### src/rtl/pkg_integralImageCache.sv
// Shared types for the integral-image cache: scheduler states, tile sizing, tile origin.
// Latency: n/a (types and constants only).
// Backpressure: n/a.
package pkg_integralImageCache;

  typedef enum logic [2:0] {
    IDLE    = 3'd0,
    FILL    = 3'd1,
    SCAN    = 3'd2,
    ADVANCE = 3'd3,
    DONE    = 3'd4
  } sched_state_t;

  localparam int DEF_TILE_W = 24;
  localparam int DEF_TILE_H = 24;
  localparam int ORIGIN_W   = 10;

  // Words held by the cache for one tile.
  function automatic int tile_words(input int w, input int h);
    return w * h;
  endfunction

  localparam int TILE_WORDS = DEF_TILE_W * DEF_TILE_H;

  // Tile origin in pixels, consumed by the detector.
  typedef struct packed {
    logic [ORIGIN_W-1:0] x;
    logic [ORIGIN_W-1:0] y;
  } tile_origin_t;

endpackage

### src/rtl/integral_cache_fill_scheduler_if.sv
// Handshake and status bundle between the fill scheduler and its neighbours.
// Latency: n/a (wires only).
// Backpressure: carries the upstream/loader valid-wanted pairs unchanged.
interface integral_cache_fill_scheduler_if #(
  parameter int COORD_W = 10
);
  logic               frame_start;
  logic               up_data_ready;
  logic               up_data_wanted;
  logic               ld_data_ready;
  logic               ld_data_wanted;
  logic               fill_start;
  logic               scan_start;
  logic               scan_done;
  logic [COORD_W-1:0] tile_x;
  logic [COORD_W-1:0] tile_y;
  logic               busy;
  logic               frame_done;

  modport master (
    input  frame_start, up_data_ready, ld_data_wanted, scan_done,
    output up_data_wanted, ld_data_ready, fill_start, scan_start,
           tile_x, tile_y, busy, frame_done
  );

  modport slave (
    output frame_start, up_data_ready, ld_data_wanted, scan_done,
    input  up_data_wanted, ld_data_ready, fill_start, scan_start,
           tile_x, tile_y, busy, frame_done
  );
endinterface

### src/rtl/tile_origin_counter.sv
// Tile index and pixel-origin counters walking the frame in raster order.
// Latency: origin updates on the edge after clear/advance.
// Backpressure: none; advances only when told to.
module tile_origin_counter #(
  parameter int TILES_X = 38,
  parameter int TILES_Y = 28,
  parameter int STRIDE  = 8,
  parameter int COORD_W = 10
) (
  input  logic               clk,
  input  logic               resetn,
  input  logic               clear,
  input  logic               advance,
  output logic [COORD_W-1:0] tile_x,
  output logic [COORD_W-1:0] tile_y,
  output logic               last_tile
);

  localparam int TXW = (TILES_X > 1) ? $clog2(TILES_X) : 1;
  localparam int TYW = (TILES_Y > 1) ? $clog2(TILES_Y) : 1;
  localparam logic [TXW-1:0]     TX_LAST = TXW'(TILES_X - 1);
  localparam logic [TYW-1:0]     TY_LAST = TYW'(TILES_Y - 1);
  localparam logic [COORD_W-1:0] STEP    = COORD_W'(STRIDE);

  logic [TXW-1:0] tx;
  logic [TYW-1:0] ty;

  // Raster walk: step along the row, wrap to the next row at the end.
  always_ff @(posedge clk or negedge resetn) begin
    if (!resetn) begin
      tx     <= '0;
      ty     <= '0;
      tile_x <= '0;
      tile_y <= '0;
    end else if (clear) begin
      tx     <= '0;
      ty     <= '0;
      tile_x <= '0;
      tile_y <= '0;
    end else if (advance) begin
      if (tx != TX_LAST) begin
        tx     <= tx + 1'b1;
        tile_x <= tile_x + STEP;
      end else begin
        tx     <= '0;
        tile_x <= '0;
        ty     <= ty + 1'b1;
        tile_y <= tile_y + STEP;
      end
    end
  end

  assign last_tile = (tx == TX_LAST) && (ty == TY_LAST);

endmodule

### src/rtl/integral_cache_fill_scheduler.sv
// Alternates cache fill and detector scan per tile across a frame of overlapping tiles.
// Latency: frame_start->fill_start 1, last word->scan_start 1, scan_done->fill_start 2 cycles.
// Backpressure: upstream/loader pass-through in FILL only; upstream stalled in every other state.
module integral_cache_fill_scheduler
  import pkg_integralImageCache::*;
#(
  parameter int TILE_W  = 24,
  parameter int TILE_H  = 24,
  parameter int TILES_X = 38,
  parameter int TILES_Y = 28,
  parameter int STRIDE  = 8,
  parameter int COORD_W = 10,
  parameter int CNT_W   = 10
) (
  input  logic                           clk,
  input  logic                           resetn,
  integral_cache_fill_scheduler_if.master sif
);

  localparam int TW = tile_words(TILE_W, TILE_H);
  localparam logic [CNT_W-1:0] LAST_WORD = CNT_W'(TW - 1);

  // Parameter sanity: origins plus tile extent must fit the coordinate width,
  // and the word counter must reach the last word of a tile.
  if ((TILES_X - 1) * STRIDE + TILE_W > (2 ** COORD_W)) begin : g_chk_x
    $error("tile_x range exceeds COORD_W");
  end
  if ((TILES_Y - 1) * STRIDE + TILE_H > (2 ** COORD_W)) begin : g_chk_y
    $error("tile_y range exceeds COORD_W");
  end
  if (TW - 1 >= (2 ** CNT_W)) begin : g_chk_cnt
    $error("CNT_W too narrow for one tile of words");
  end

  sched_state_t     state, state_nxt;
  logic [CNT_W-1:0] word_cnt, word_cnt_nxt;
  logic             fill_start_q, fill_start_nxt;
  logic             scan_start_q, scan_start_nxt;
  logic             frame_done_q, frame_done_nxt;
  logic             accept;
  logic             advance;
  logic             clear_origin;
  logic             last_tile;
  logic [COORD_W-1:0] org_x, org_y;

  // Words only flow while filling; elsewhere both directions are forced low.
  assign sif.ld_data_ready  = (state == FILL) && sif.up_data_ready;
  assign sif.up_data_wanted = (state == FILL) && sif.ld_data_wanted;
  assign accept             = (state == FILL) && sif.up_data_ready && sif.ld_data_wanted;

  tile_origin_counter #(
    .TILES_X (TILES_X),
    .TILES_Y (TILES_Y),
    .STRIDE  (STRIDE),
    .COORD_W (COORD_W)
  ) u_origin (
    .clk       (clk),
    .resetn    (resetn),
    .clear     (clear_origin),
    .advance   (advance),
    .tile_x    (org_x),
    .tile_y    (org_y),
    .last_tile (last_tile)
  );

  // State, word count and pulse registers.
  always_ff @(posedge clk or negedge resetn) begin
    if (!resetn) begin
      state        <= IDLE;
      word_cnt     <= '0;
      fill_start_q <= 1'b0;
      scan_start_q <= 1'b0;
      frame_done_q <= 1'b0;
    end else begin
      state        <= state_nxt;
      word_cnt     <= word_cnt_nxt;
      fill_start_q <= fill_start_nxt;
      scan_start_q <= scan_start_nxt;
      frame_done_q <= frame_done_nxt;
    end
  end

  // Next-state and pulse decode; pulses are registered so they land in the target state's first cycle.
  always_comb begin
    state_nxt      = state;
    word_cnt_nxt   = word_cnt;
    fill_start_nxt = 1'b0;
    scan_start_nxt = 1'b0;
    frame_done_nxt = 1'b0;
    advance        = 1'b0;
    clear_origin   = 1'b0;
    case (state)
      IDLE: begin
        if (sif.frame_start) begin
          state_nxt      = FILL;
          fill_start_nxt = 1'b1;
          clear_origin   = 1'b1;
          word_cnt_nxt   = '0;
        end
      end
      FILL: begin
        if (accept) begin
          if (word_cnt == LAST_WORD) begin
            word_cnt_nxt   = '0;
            state_nxt      = SCAN;
            scan_start_nxt = 1'b1;
          end else begin
            word_cnt_nxt = word_cnt + 1'b1;
          end
        end
      end
      SCAN: begin
        if (sif.scan_done) state_nxt = ADVANCE;
      end
      ADVANCE: begin
        if (last_tile) begin
          state_nxt      = DONE;
          frame_done_nxt = 1'b1;
        end else begin
          advance        = 1'b1;
          state_nxt      = FILL;
          fill_start_nxt = 1'b1;
        end
      end
      DONE: begin
        state_nxt = IDLE;
      end
      default: begin
        state_nxt = IDLE;
      end
    endcase
  end

  assign sif.fill_start = fill_start_q;
  assign sif.scan_start = scan_start_q;
  assign sif.frame_done = frame_done_q;
  assign sif.busy       = (state != IDLE);
  assign sif.tile_x     = org_x;
  assign sif.tile_y     = org_y;

endmodule

### src/flat_wrapper.sv
// flat-port wrapper written by rule: the top's interface ports become plain ports
module integral_cache_fill_scheduler_flat import pkg_integralImageCache::*;
#(
  parameter int TILE_W  = 24,
  parameter int TILE_H  = 24,
  parameter int TILES_X = 38,
  parameter int TILES_Y = 28,
  parameter int STRIDE  = 8,
  parameter int COORD_W = 10,
  parameter int CNT_W   = 10
)
  (clk, resetn, sif_frame_start, sif_up_data_ready, sif_ld_data_wanted, sif_scan_done, sif_up_data_wanted, sif_ld_data_ready, sif_fill_start, sif_scan_start, sif_tile_x, sif_tile_y, sif_busy, sif_frame_done);
  integral_cache_fill_scheduler_if #(.COORD_W(COORD_W)) sif_i ();
  input  logic clk;
  input  logic resetn;
  input wire logic [$bits(sif_i.frame_start)-1:0] sif_frame_start;
  input wire logic [$bits(sif_i.up_data_ready)-1:0] sif_up_data_ready;
  input wire logic [$bits(sif_i.ld_data_wanted)-1:0] sif_ld_data_wanted;
  input wire logic [$bits(sif_i.scan_done)-1:0] sif_scan_done;
  output wire logic [$bits(sif_i.up_data_wanted)-1:0] sif_up_data_wanted;
  output wire logic [$bits(sif_i.ld_data_ready)-1:0] sif_ld_data_ready;
  output wire logic [$bits(sif_i.fill_start)-1:0] sif_fill_start;
  output wire logic [$bits(sif_i.scan_start)-1:0] sif_scan_start;
  output wire logic [$bits(sif_i.tile_x)-1:0] sif_tile_x;
  output wire logic [$bits(sif_i.tile_y)-1:0] sif_tile_y;
  output wire logic [$bits(sif_i.busy)-1:0] sif_busy;
  output wire logic [$bits(sif_i.frame_done)-1:0] sif_frame_done;
  assign sif_i.frame_start = sif_frame_start;
  assign sif_i.up_data_ready = sif_up_data_ready;
  assign sif_i.ld_data_wanted = sif_ld_data_wanted;
  assign sif_i.scan_done = sif_scan_done;
  assign sif_up_data_wanted = sif_i.up_data_wanted;
  assign sif_ld_data_ready = sif_i.ld_data_ready;
  assign sif_fill_start = sif_i.fill_start;
  assign sif_scan_start = sif_i.scan_start;
  assign sif_tile_x = sif_i.tile_x;
  assign sif_tile_y = sif_i.tile_y;
  assign sif_busy = sif_i.busy;
  assign sif_frame_done = sif_i.frame_done;
  integral_cache_fill_scheduler #(.TILE_W(TILE_W), .TILE_H(TILE_H), .TILES_X(TILES_X), .TILES_Y(TILES_Y), .STRIDE(STRIDE), .COORD_W(COORD_W), .CNT_W(CNT_W)) u_core (.clk(clk), .resetn(resetn), .sif(sif_i));
endmodule
### config.mk
export PLATFORM = sky130hd
export DESIGN_NAME = integral_cache_fill_scheduler_flat
export DESIGN_NICKNAME = d
export VERILOG_FILES = /design/src/rtl/pkg_integralImageCache.sv /design/src/rtl/integral_cache_fill_scheduler_if.sv /design/src/rtl/tile_origin_counter.sv /design/src/rtl/integral_cache_fill_scheduler.sv /design/src/flat_wrapper.sv
export SDC_FILE = /design/constraint.sdc
export NUM_CORES = 1
export LEC_CHECK = 0
export BUFFER_PORTS_ARGS = -buffer_cell sky130_fd_sc_hd__buf_4
export CAP_MARGIN = 20
export CORE_MARGIN = 8
export CORE_UTILIZATION = 30
export CTS_BUF_LIST = sky130_fd_sc_hd__clkbuf_2 sky130_fd_sc_hd__clkbuf_4 sky130_fd_sc_hd__clkbuf_8
export CTS_CLUSTER_SIZE = 8
export DETAILED_ROUTE_END_ITERATION = 12
export GPL_TIMING_DRIVEN = 0
export HOLD_SLACK_MARGIN = 0.15
export PLACE_DENSITY = 0.57
export RECOVER_POWER = 25
export SLEW_MARGIN = 25
export SYNTH_ARGS = -nofsm -noshare
export SYNTH_HDL_FRONTEND = slang
export SYNTH_SLANG_ARGS = --single-unit
### constraint.sdc
create_clock -name clk -period 2.4 [get_ports clk]
set_clock_uncertainty 0.1 [all_clocks]
set_input_delay 0.48 -clock clk [delete_from_list [all_inputs] [get_ports clk]]
set_output_delay 0.48 -clock clk [all_outputs]
set_load 0.03 [all_outputs]
; ---- Word-level counts from Yosys, hierarchy flattened
; Cells that the tools add are included.
[classes]
add_sub_neg = 5
n_eq_ne = 12
n_mux = 32
n_reduce_logical = 11
[ops]
columns = op, n
row1 = $mux W10, 9
row2 = $add A10 B4 Y10 const B, 2
row3 = $pmux W10 S2, 1
row4 = $mux W6, 3
row5 = $mux W3, 5
row6 = $mux W5, 3
row7 = $pmux W3 S4, 1
row8 = $add A10 B1 Y10 const B, 1
row9 = $eq A10 B10 Y1 const B, 1
row10 = $mux W1, 9
row11 = $add A6 B1 Y6 const B, 1
row12 = $eq A3 B2 Y1 const B, 2
row13 = $eq A6 B6 Y1 const B, 1
row14 = $ne A2 B2 Y1 const B, 3
row15 = $ne A6 B6 Y1 const B, 1
row16 = $add A5 B1 Y5 const B, 1
row17 = $eq A5 B5 Y1 const B, 1
row18 = $logic_and A1 B1 Y1, 4
row19 = $ne A2 B1 Y1 const B, 2
row20 = $reduce_and A4 Y1, 1
row21 = $reduce_bool A2 Y1, 2
row22 = $eq A3 B1 Y1 const B, 1
row23 = $logic_not A3 Y1, 1
row24 = $reduce_and A3 Y1, 1
row25 = other kinds (3), 3
[word_totals]
register_bits = 47
elab_cells = 69

; ---- Depth between registers and ports, before layout
; Gate-level depths: netlist of run 1.
[logic_depth]
depth_word = 6
ltp_mapped = 7
ltp_nobuf = 6

; ---- Hierarchy
; From an unflattened synthesis of run 1, not the netlist that was laid out.
[unflattened]
cells_unflattened = 255
hier_area_um2 = 2367.3
[by_module_without_submodules]
columns = mod, instances, cells_each, area_per_inst_um2
row1 = tile_origin_counter, 1, 161, 1485.2
row2 = integral_cache_fill_scheduler, 1, 94, 882.1

; ---- Least setup slack after synthesis of run 1
; No wires, ideal clock.
[synth_path]
path_type = reg-to-reg
from = reg u_core.u_origin.ty[0]
to = reg u_core.u_origin.tile_y[7]
setup_ns = 0.078
t_arrival_ns = 1.932
required_ns = 2.222
slack_ns = 0.290
path_stages_with_launch = 7
n_path_buf = 1
period_less_slack_ns = 2.110
path_cell_list = dfrtp_1 -> ha_1 -> and4b_2 -> or4_4 -> buf_6 -> or3_1 -> a21oi_1
[synth_via]
elab_chain_len = 6
[synth_rtl]
columns = item, line
row1 = "start, declared", tile_origin_counter.sv:26  ; logic [TYW-1:0] ty;
row2 = "start signal, assigned", tile_origin_counter.sv:47  ; ty <= ty + 1'b1;
row3 = $eq A5 B5 Y1, tile_origin_counter.sv:53  ; assign last_tile = (tx == TX_LAST) && (ty == TY_LAST);
row4 = $logic_and A1 B1 Y1, tile_origin_counter.sv:53
row5 = $mux W1, integral_cache_fill_scheduler.sv:116  ; if (last_tile) begin
row6 = $mux W1, integral_cache_fill_scheduler.sv:92  ; case (state)
row7 = $reduce_bool A2 Y1 (no line), n/a
row8 = $reduce_and A2 Y1 (no line), n/a
row9 = "end signal, assigned", tile_origin_counter.sv:48  ; tile_y <= tile_y + STEP;
row10 = "end, declared", tile_origin_counter.sv:15  ; output logic [COORD_W-1:0] tile_y,
; No other way between the ends.
; A chain may end at the register's enable or synchronous reset.

; ---- Worst setup path in the final report of run 1
[layout_path]
from = reg u_core.u_origin.tx[1]
to = reg u_core.u_origin.tile_y[9]
[layout_via]
elab_chain_len = 6
word_cells_on_any_way = 8
cone_classes = eq/ne: 3 / mux: 2 / reduce/logical: 3
[layout_rtl]
columns = item, line
row1 = "start, declared", tile_origin_counter.sv:25  ; logic [TXW-1:0] tx;
row2 = "start signal, assigned", tile_origin_counter.sv:42  ; tx <= tx + 1'b1;
row3 = $eq A6 B6 Y1, tile_origin_counter.sv:53
row4 = $logic_and A1 B1 Y1, tile_origin_counter.sv:53
row5 = $mux W1, integral_cache_fill_scheduler.sv:116
row6 = $mux W1, integral_cache_fill_scheduler.sv:92
row7 = $reduce_bool A2 Y1 (no line), n/a
row8 = $reduce_and A2 Y1 (no line) *, n/a
; Every way passes the cells marked *; elsewhere a longest branch is shown, timed or not.

==> qor_table.md, run 1 <==
| Metric | Reported | Unit |
|---|---|---|
| Global-route wire length before repair | 8670 | µm |
| Final std cell area, no fill | 2700 | µm² |
| Proportion of synthesized chip area in sequential cells | 46.0 | % |
| HPWL Detailed | 3690 | µm |
| Fraction of power consumed by sequential logic | 48.8 | % |
| Share of synthesized cell area in full adder, half adder and majority cells | 3.37 | % |
| Fraction of synthesized cell area in xor and xnor cells | 1.97 | % |
| Main flop type after synthesis | sky130_fd_sc_hd__dfrtp_1 | - |
| Kind of start point of the critical path | flip-flop | - |
| Drt total wl | 5180 | µm |
| Routed vias/inst | 5.02 | - |
| CTS tree | yes | - |
| Worst path required time | 2.53 | ns |
| Status | completed | - |
| Pin count of the biggest net entering global routing | 42 | - |
| Total cell area at the placement stage | 2560 | µm² |
| Async S/R FF share, synth | 100 | % |
| Routed wire per std cell | 14.1 | µm |
| HP Class | reg2reg | - |
| Final period utilization | 93.3 | % |
| Synth Area in Compound Gates | 16.1 | % |
| Number of nets with antenna violations after detailed routing | 0 | - |
| Number of CTS-inserted buffers | 5 | - |
| Final-report max-slew violation count | 0 | - |
| All-layer global routing usage | 10.6 | % |
| Vias in the first global route | 1711 | - |
| Routability-driven placement congestion ratio | 0.886 | - |
| Remaining routing DRC violations | 0 | - |
| Worst relative slew slack | 29.9 | % |
| Die Wd | 102 | µm |
| Synth Register Bits | 41 | - |
| Switching share of power | 33.6 | % |
| Clock Latency Late Sink | 0.31 | ns |
| Max H-tree Level | 2 | - |
| Clock root cell | sky130_fd_sc_hd__clkbuf_8 | - |
| Count of endpoints failing hold in the final timing report | 0 | - |
| YS warnings | 0 | - |
| Antenna violations before repair | 0 | - |
| PD cells | 726 | nW/µm² |
| Postcts setup bufs | 0 | - |
| Netlist area before placement | 2230 | µm² |
| Clock network power share | 29.7 | % |
| Count of unique library cells instantiated by Yosys | 60 | - |
| Logic gate share of total power | 21.5 | % |
| Number of nets at the end of the flow | 280 | - |
| Count of final setup violators | 0 | - |
| RSZ-0062 raised after global routing | false | - |
| Tightest Pin Transition | 1.05 | ns |
| DIE AREA | 10400 | µm² |
| Boundary Pins | 32 | - |
| Worst vdd ir | 0.265 | mV |
| Static Leak | 1.23 | nW |
| Maximum Capacitance Violations | 0 | - |
| Startpoint-to-endpoint class of the critical path | reg2reg | - |
| Worst-path clk slew | 0.09 | ns |
| Critical Path Sink Type | flip-flop | - |
| Worst reg2reg startpoint | u_core.u_origin.tx[1] | - |
| Number of detailed-route iterations in the first pass | 4 | - |
| Post-Synth Simple-Gate Area | 24.7 | % |
| Mean instance size in the synthesized netlist | 9.69 | µm² |
| F_max | 0.447 | GHz |
| Vias | 1846 | - |
| Setup crit start | u_core.u_origin.tx[1] | - |
| Maximum fanout along the worst path | 10 | - |
| Overall die height | 102 | µm |
| Dominant combinational cell family by area after synthesis | simple AND/OR/NAND/NOR gates | - |
| Proportion of layout cells with a drive suffix above 1 | 20.8 | % |
| Number of placement rows | 31 | - |
| Remaining global-route overflow | 0 | - |
| P_int | 1.30 | mW |
| Startpoint of the worst hold path | u_core.u_origin.tile_y[9] | - |
| Number of violations reported at the end of detailed-routing iteration 0 | 52 | - |
| Fraction of synthesized area in multiplexers | 2.75 | % |
| Cells after synthesis | 230 | - |
| CTS max path bufs | 2 | - |
| Net Sw Power | 657 | µW |
| Effective utilization at floorplan | 30.9 | % |
| PortBufs | 25 | - |
| Signal arrival time at the worst endpoint | 2.37 | ns |
| Antenna fix cells | 0 | - |
| Post-synth EDFFs | 0 | - |
| Minimum clock period | 2.24 | ns |
| Area added between synthesis and finish | 21.1 | % |
| Setup TNS | 0 | ns |
| Core Box Area | 7210 | µm² |
| Sinks on Clock Net | 41 | - |
-- per-layer routing --
metal  track usage (%)  vias up  routed length, µm
met5                 0        -                  0
met4              4.74        0                 68
met3              2.93        5                219
met2              15.9       28               2410
met1              13.9      898               2480
li1                  -      915                  -
-- layout make-up --
cell class	instances	area [µm²]
buffer	14	83.8
clock buffer	5	68.8
clock inverter	3	46.3
fill	763	4520
inverter	7	26.3
multi-input combinational	173	1130
sequential	41	1030
tap	99	124
timing repair buffer	26	195
-- synth_stat cells, types with 6 or more instances --
cell type	count	share of area [%]
sky130_fd_sc_hd__nor2_1	18	3.0
sky130_fd_sc_hd__a21oi_1	9	2.0
sky130_fd_sc_hd__buf_4	6	2.0
sky130_fd_sc_hd__or3_1	8	2.2
sky130_fd_sc_hd__ha_1	6	3.4
sky130_fd_sc_hd__dfrtp_1	41	46
sky130_fd_sc_hd__inv_1	7	1.2
sky130_fd_sc_hd__nand4_1	7	2.0
sky130_fd_sc_hd__nand3_1	14	3.1
sky130_fd_sc_hd__nand2_1	18	3.0
sky130_fd_sc_hd__o21ai_0	19	4.3
-- placed cells by master (no fill, tap or decap), types with 6 or more instances in the layout --
| cell type | n |
|---|---|
| sky130_fd_sc_hd__dfrtp_1 | 41 |
| sky130_fd_sc_hd__buf_4 | 30 |
| sky130_fd_sc_hd__o21ai_0 | 19 |
| sky130_fd_sc_hd__nor2_1 | 18 |
| sky130_fd_sc_hd__nand2_1 | 18 |
| sky130_fd_sc_hd__nand3_1 | 14 |
| sky130_fd_sc_hd__a21oi_1 | 9 |
| sky130_fd_sc_hd__or3_1 | 8 |
| sky130_fd_sc_hd__inv_1 | 7 |
| sky130_fd_sc_hd__nand4_1 | 7 |
| sky130_fd_sc_hd__ha_1 | 6 |
| sky130_fd_sc_hd__conb_1 | 6 |
-- repair_timing --
action,in CTS,in global routing
gates resized for setup,0,2
hold endpoints to repair,41,0
endpoints found under the setup margin,0,3
hold buffers,1,0
-- critical path, stage by stage, from the launching register on --
cell and delay, ns:
sky130_fd_sc_hd__dfrtp_1 0.41, sky130_fd_sc_hd__inv_1 0.08, sky130_fd_sc_hd__ha_1 0.19, sky130_fd_sc_hd__nand4b_4 0.19, sky130_fd_sc_hd__or4_4 0.56, sky130_fd_sc_hd__buf_6 0.15, sky130_fd_sc_hd__nor4_2 0.25, sky130_fd_sc_hd__mux2i_1 0.21
-- power by group through the flow --
| stage | combinational [mW] | sequential (mW) | clock [mW] |
|---|---|---|---|
| 2_1_floorplan | 0.223 | 1.01 | 0 |
| 3_3_place_gp | 0.416 | 0.967 | 0 |
| 3_5_place_dp | 0.426 | 0.967 | 0 |
| 4_1_cts | 0.427 | 0.957 | 0.594 |
| 5_1_grt | 0.479 | 0.980 | 0.622 |
| 6_report | 0.421 | 0.957 | 0.582 |
-- kinds of logic after synthesis --
family | after synthesis
muxes | 6
DFF | 41
AOI/OAI and AO/OA | 53
xor gates and xnor gates | 5
adders and majority gates | 6
other | 1
and+or+nand+nor | 97
buffers and inverters | 21
-- worst paths after layout --
| check | endpoint | slack, ns | depth (start not counted) |
|---|---|---|---|
| min in group asynchronous | u_core.state[2] | 0.79 | 2 |
| max reg2reg | u_core.u_origin.tile_y[9] | 0.16 | 7 |
| max | u_core.u_origin.tile_y[9] | 0.16 | 7 |
| max in group asynchronous | u_core.u_origin.ty[0] | 0.77 | 2 |
| min | u_core.u_origin.tile_y[9] | 0.38 | 1 |
| min reg2reg | u_core.u_origin.tile_y[9] | 0.38 | 1 |
-- flip-flops by register name (all words and copies together) (netlist names) --
name	flops
u_core.sif.scan_start	1
u_core.sif.fill_start	1
u_core.sif.frame_done	1
u_core.word_cnt	10
u_core.u_origin.tile_y	7
u_core.u_origin.ty	5
u_core.state	3
u_core.u_origin.tx	6
u_core.u_origin.tile_x	7
-- metrics by stage --
step	hold WS [ns]	utilization [%]	power, mW	cells	setup WS (ns)
final	0.384	37.4	1.96	368	0.162
after global routing	0.406	37.4	2.08	368	0.00797
after CTS	0.391	37.2	1.98	368	0.0851
after detailed placement	0.380	35.5	1.39	359	0.108
after global placement	0.370	35.5	1.38	359	0.133
after floorplan	0.0844	-	1.23	235	0.290
Power figures use the tool's default switching activity.
==> run 2: changes to the inputs <==
CORE_UTILIZATION = 45   (was 30)
PLACE_DENSITY = 0.75   (was 0.57)
clock period = 2.9 ns   (was 2.4 ns; I/O delays follow)
==> run 2 against run 1 <==
Against the previous run: count of clock-buffer cells in the layout unchanged; combinational power decreased by 18%; critical endpoint is now u_core.u_origin.tile_x[8]; largest power group unchanged; global-route usage up 3.0 points; fmax is 3.3% lower; critical path type unchanged; first-iteration DRC count rose by 110%; cell count is 9.2% lower.
==> qor_table.md, run 2 (synthesis gave the netlist of run 1 again) <==
| Metric | Reported | Unit | vs previous |
|---|---|---|---|
| All-layer global routing usage | 13.6 | % | +3.0 points |
| Total cell area at the placement stage | 2520 | µm² | -1.6% |
| Multi-input logic area | 1110 | µm² | -1.4% |
| CTS tree | yes | - |  |
| Signal arrival time at the worst endpoint | 2.43 | ns | +0.06 ns |
| Max H-tree Level | 2 | - | unchanged |
| Number of detailed-route iterations in the first pass | 4 | - | unchanged |
| Kind of start point of the critical path | flip-flop | - |  |
| RSZ-0062 raised after global routing | false | - |  |
| PD cells | 607 | nW/µm² | -16% |
| Vias | 1830 | - | -0.87% |
| Die Wd | 86.4 | µm | -15% |
| Routed vias/inst | 5.48 | - | +9.2% |
| Most common cell after layout, fill and taps aside | sky130_fd_sc_hd__dfrtp_1 | - |  |
| Sinks on Clock Net | 41 | - | unchanged |
| Antenna fix cells | 0 | - | unchanged |
| Number of placement rows | 25 | - | -19% |
| CTS max path bufs | 2 | - | unchanged |
| Minimum clock period | 2.31 | ns | +0.0756 ns |
| Worst-path clk slew | 0.09 | ns | about the same |
| F_max | 0.432 | GHz | -3.3% |
| Met3 wire len | 233 | µm | +6.4% |
| Final-report max-slew violation count | 0 | - | unchanged |
| HPWL Detailed | 3440 | µm | -6.8% |
| Number of nets at the end of the flow | 279 | - | -0.36% |
| Number of buffers inserted by hold repair at cts | 0 | - | -1 |
| Pin count of the biggest net entering global routing | 42 | - | unchanged |
| Register-to-register path setup slack | 0.59 | ns | +0.42 ns |
| Worst relative slew slack | 33.0 | % | +3.0 points |
| Count of endpoints failing hold in the final timing report | 0 | - | unchanged |
| Overall die height | 86.4 | µm | -15% |
| Top flop regs | u_core.word_cnt x10, u_core.u_origin.tile_x x7, u_core.u_origin.tile_y x7 | - |  |
| Setup crit start | u_core.u_origin.tx[1] | - |  |
| Number of violations reported at the end of detailed-routing iteration 0 | 107 | - | +110% |
| Routability-driven placement congestion ratio | 0.774 | - | -13% |
| Slowest-stage cell, CP | sky130_fd_sc_hd__o31ai_1 | - |  |
| Number of gates given a new drive strength after cts | 0 | - | unchanged |
| Highest-count cells in the layout ignoring fill and taps | sky130_fd_sc_hd__dfrtp_1 (41), sky130_fd_sc_hd__buf_4 (30), sky130_fd_sc_hd__o21ai_0 (19), sky130_fd_sc_hd__nor2_1 (18), sky130_fd_sc_hd__nand2_1 (18) | - |  |
| Clock Latency Late Sink | 0.30 | ns | about the same |
| Logic depth of the worst register-to-register path | 6 | - | -1 |
| Clock root cell | sky130_fd_sc_hd__clkbuf_8 | - |  |
| Routed wire per std cell | 14.2 | µm | +0.55% |
| Area added between synthesis and finish | 17.6 | % |  |
| Cells along the critical path | inv_1 > ha_1 > nand4b_4 > o31ai_1 > nand2_1 > a31oi_1 | - |  |
| Tightest Pin Transition | 1.01 | ns | -0.0456 ns |
| Worst path required time | 3.01 | ns | +0.48 ns |
| Antenna violations before repair | 0 | - | unchanged |
| DIE AREA | 7460 | µm² | -29% |
| Final period utilization | 79.8 | % | -13 points |
| Uppermost metal layer occupied by signal nets | met4 | - |  |
| Remaining routing DRC violations | 0 | - | unchanged |
| Flip-flop count of the largest register after layout | 10 | - | unchanged |
| Met1 wire length | 2110 | µm | -15% |
| Remaining global-route overflow | 0 | - | unchanged |
| Biggest register | u_core.word_cnt | - |  |
| Effective utilization at floorplan | 46.9 | % | +16 points |
| Total area of sequential cells | 1030 | µm² | unchanged |
| Setup TNS | 0 | ns | unchanged |
| Final std cell area, no fill | 2620 | µm² | -2.9% |
| Worst vdd ir | 0.419 | mV | +58% |
| Count of final setup violators | 0 | - | unchanged |
| Maximum fanout along the worst path | 10 | - | unchanged |
| Number of fill cells in the layout | 435 | - | -43% |
| Number of nets with antenna violations after detailed routing | 0 | - | unchanged |
| Postcts setup bufs | 0 | - | unchanged |
| Reg2Reg Capture Point | u_core.u_origin.tile_x[8] | - |  |
| Maximum Capacitance Violations | 0 | - | unchanged |
| Status | completed | - |  |
| Met2 routed wirelength | 2330 | µm | -3.3% |
| Global-route wire length before repair | 8360 | µm | -3.6% |
| Number of CTS-inserted buffers | 5 | - | unchanged |
| Vias in the first global route | 1829 | - | +6.9% |
| Boundary Pins | 32 | - | unchanged |
| Drt total wl | 4730 | µm | -8.7% |
| Startpoint-to-endpoint class of the critical path | reg2reg | - |  |
| HP Class | in2async | - |  |
| PortBufs | 25 | - | unchanged |
| Destination of the critical timing path | u_core.u_origin.tile_x[8] | - |  |
| Worst reg2reg startpoint | u_core.u_origin.tx[1] | - |  |
| Slowest stage delay, CP | 0.82 | ns | +0.26 ns |
| Core Box Area | 4750 | µm² | -34% |
| Proportion of layout cells with a drive suffix above 1 | 20.2 | % | -0.59 points |
| Static Leak | 1.22 | nW | -0.52% |
| Critical Path Sink Type | flip-flop | - |  |
==> run 2: worst max-delay path: cells and delay by family (launching register included) <==
kind | cells | cell delay (ns)
AOI/OAI and AO/OA | 2 | 1.06
and+or+nand+nor | 2 | 0.41
DFF | 1 | 0.40
adders and majority gates | 1 | 0.19
buffers and inverters | 1 | 0.08
==> run 2: per-layer routing <==
metal,vias to the layer above,global-route usage [%]
li1,915,-
met1,874,16.1
met2,35,23.2
met3,6,3.88
met4,0,4.07
met5,-,0
==> run 2: how the worst min path moves through the flow <==
stage / slack [ns] / cells after the start / end
2_1_floorplan: 0.18 / 0 / u_core.sif.fill_start
3_3_place_gp: 0.37 / 1 / u_core.u_origin.tile_y[9]
3_5_place_dp: 0.38 / 1 / u_core.u_origin.tile_y[9]
4_1_cts: 0.17 / 1 / u_core.u_origin.tile_y[5]
5_1_grt: 0.41 / 1 / u_core.u_origin.tile_y[9]
6_report: 0.33 / 1 / u_core.u_origin.tile_y[5]
==> run 2: where the power goes <==
group | internal, mW | switching [mW] | leakage [nW]
registers | 0.672 | 0.121 | 0.541
logic | 0.146 | 0.200 | 0.625
clock network | 0.250 | 0.199 | 0.0540
==> run 2: area by class of cell <==
cell class                      count  share of cell area, %
Multi-Input combinational cell    173                   42.4
Sequential cell                    41                   39.2
Timing Repair Buffer               25                   7.07
Buffer                             14                   3.20
Tap cell                           67                   3.20
Clock buffer                        5                   2.63
Clock inverter                      2                   1.34
Inverter                            7                   1.00
==> run 2: metrics by stage <==
step | setup WS [ns] | instances | utilization [%] | total power [mW] | hold WS (ns)
final | 0.586 | 334 | 55.1 | 1.59 | 0.333
after global routing | 0.438 | 334 | 55.1 | 1.69 | 0.413
after CTS | 0.595 | 334 | 55.2 | 1.60 | 0.174
after detailed placement | 0.616 | 327 | 53.0 | 1.15 | 0.381
after global placement | 0.648 | 327 | 53.0 | 1.14 | 0.366
after floorplan | 0.790 | 235 | - | 1.02 | 0.184
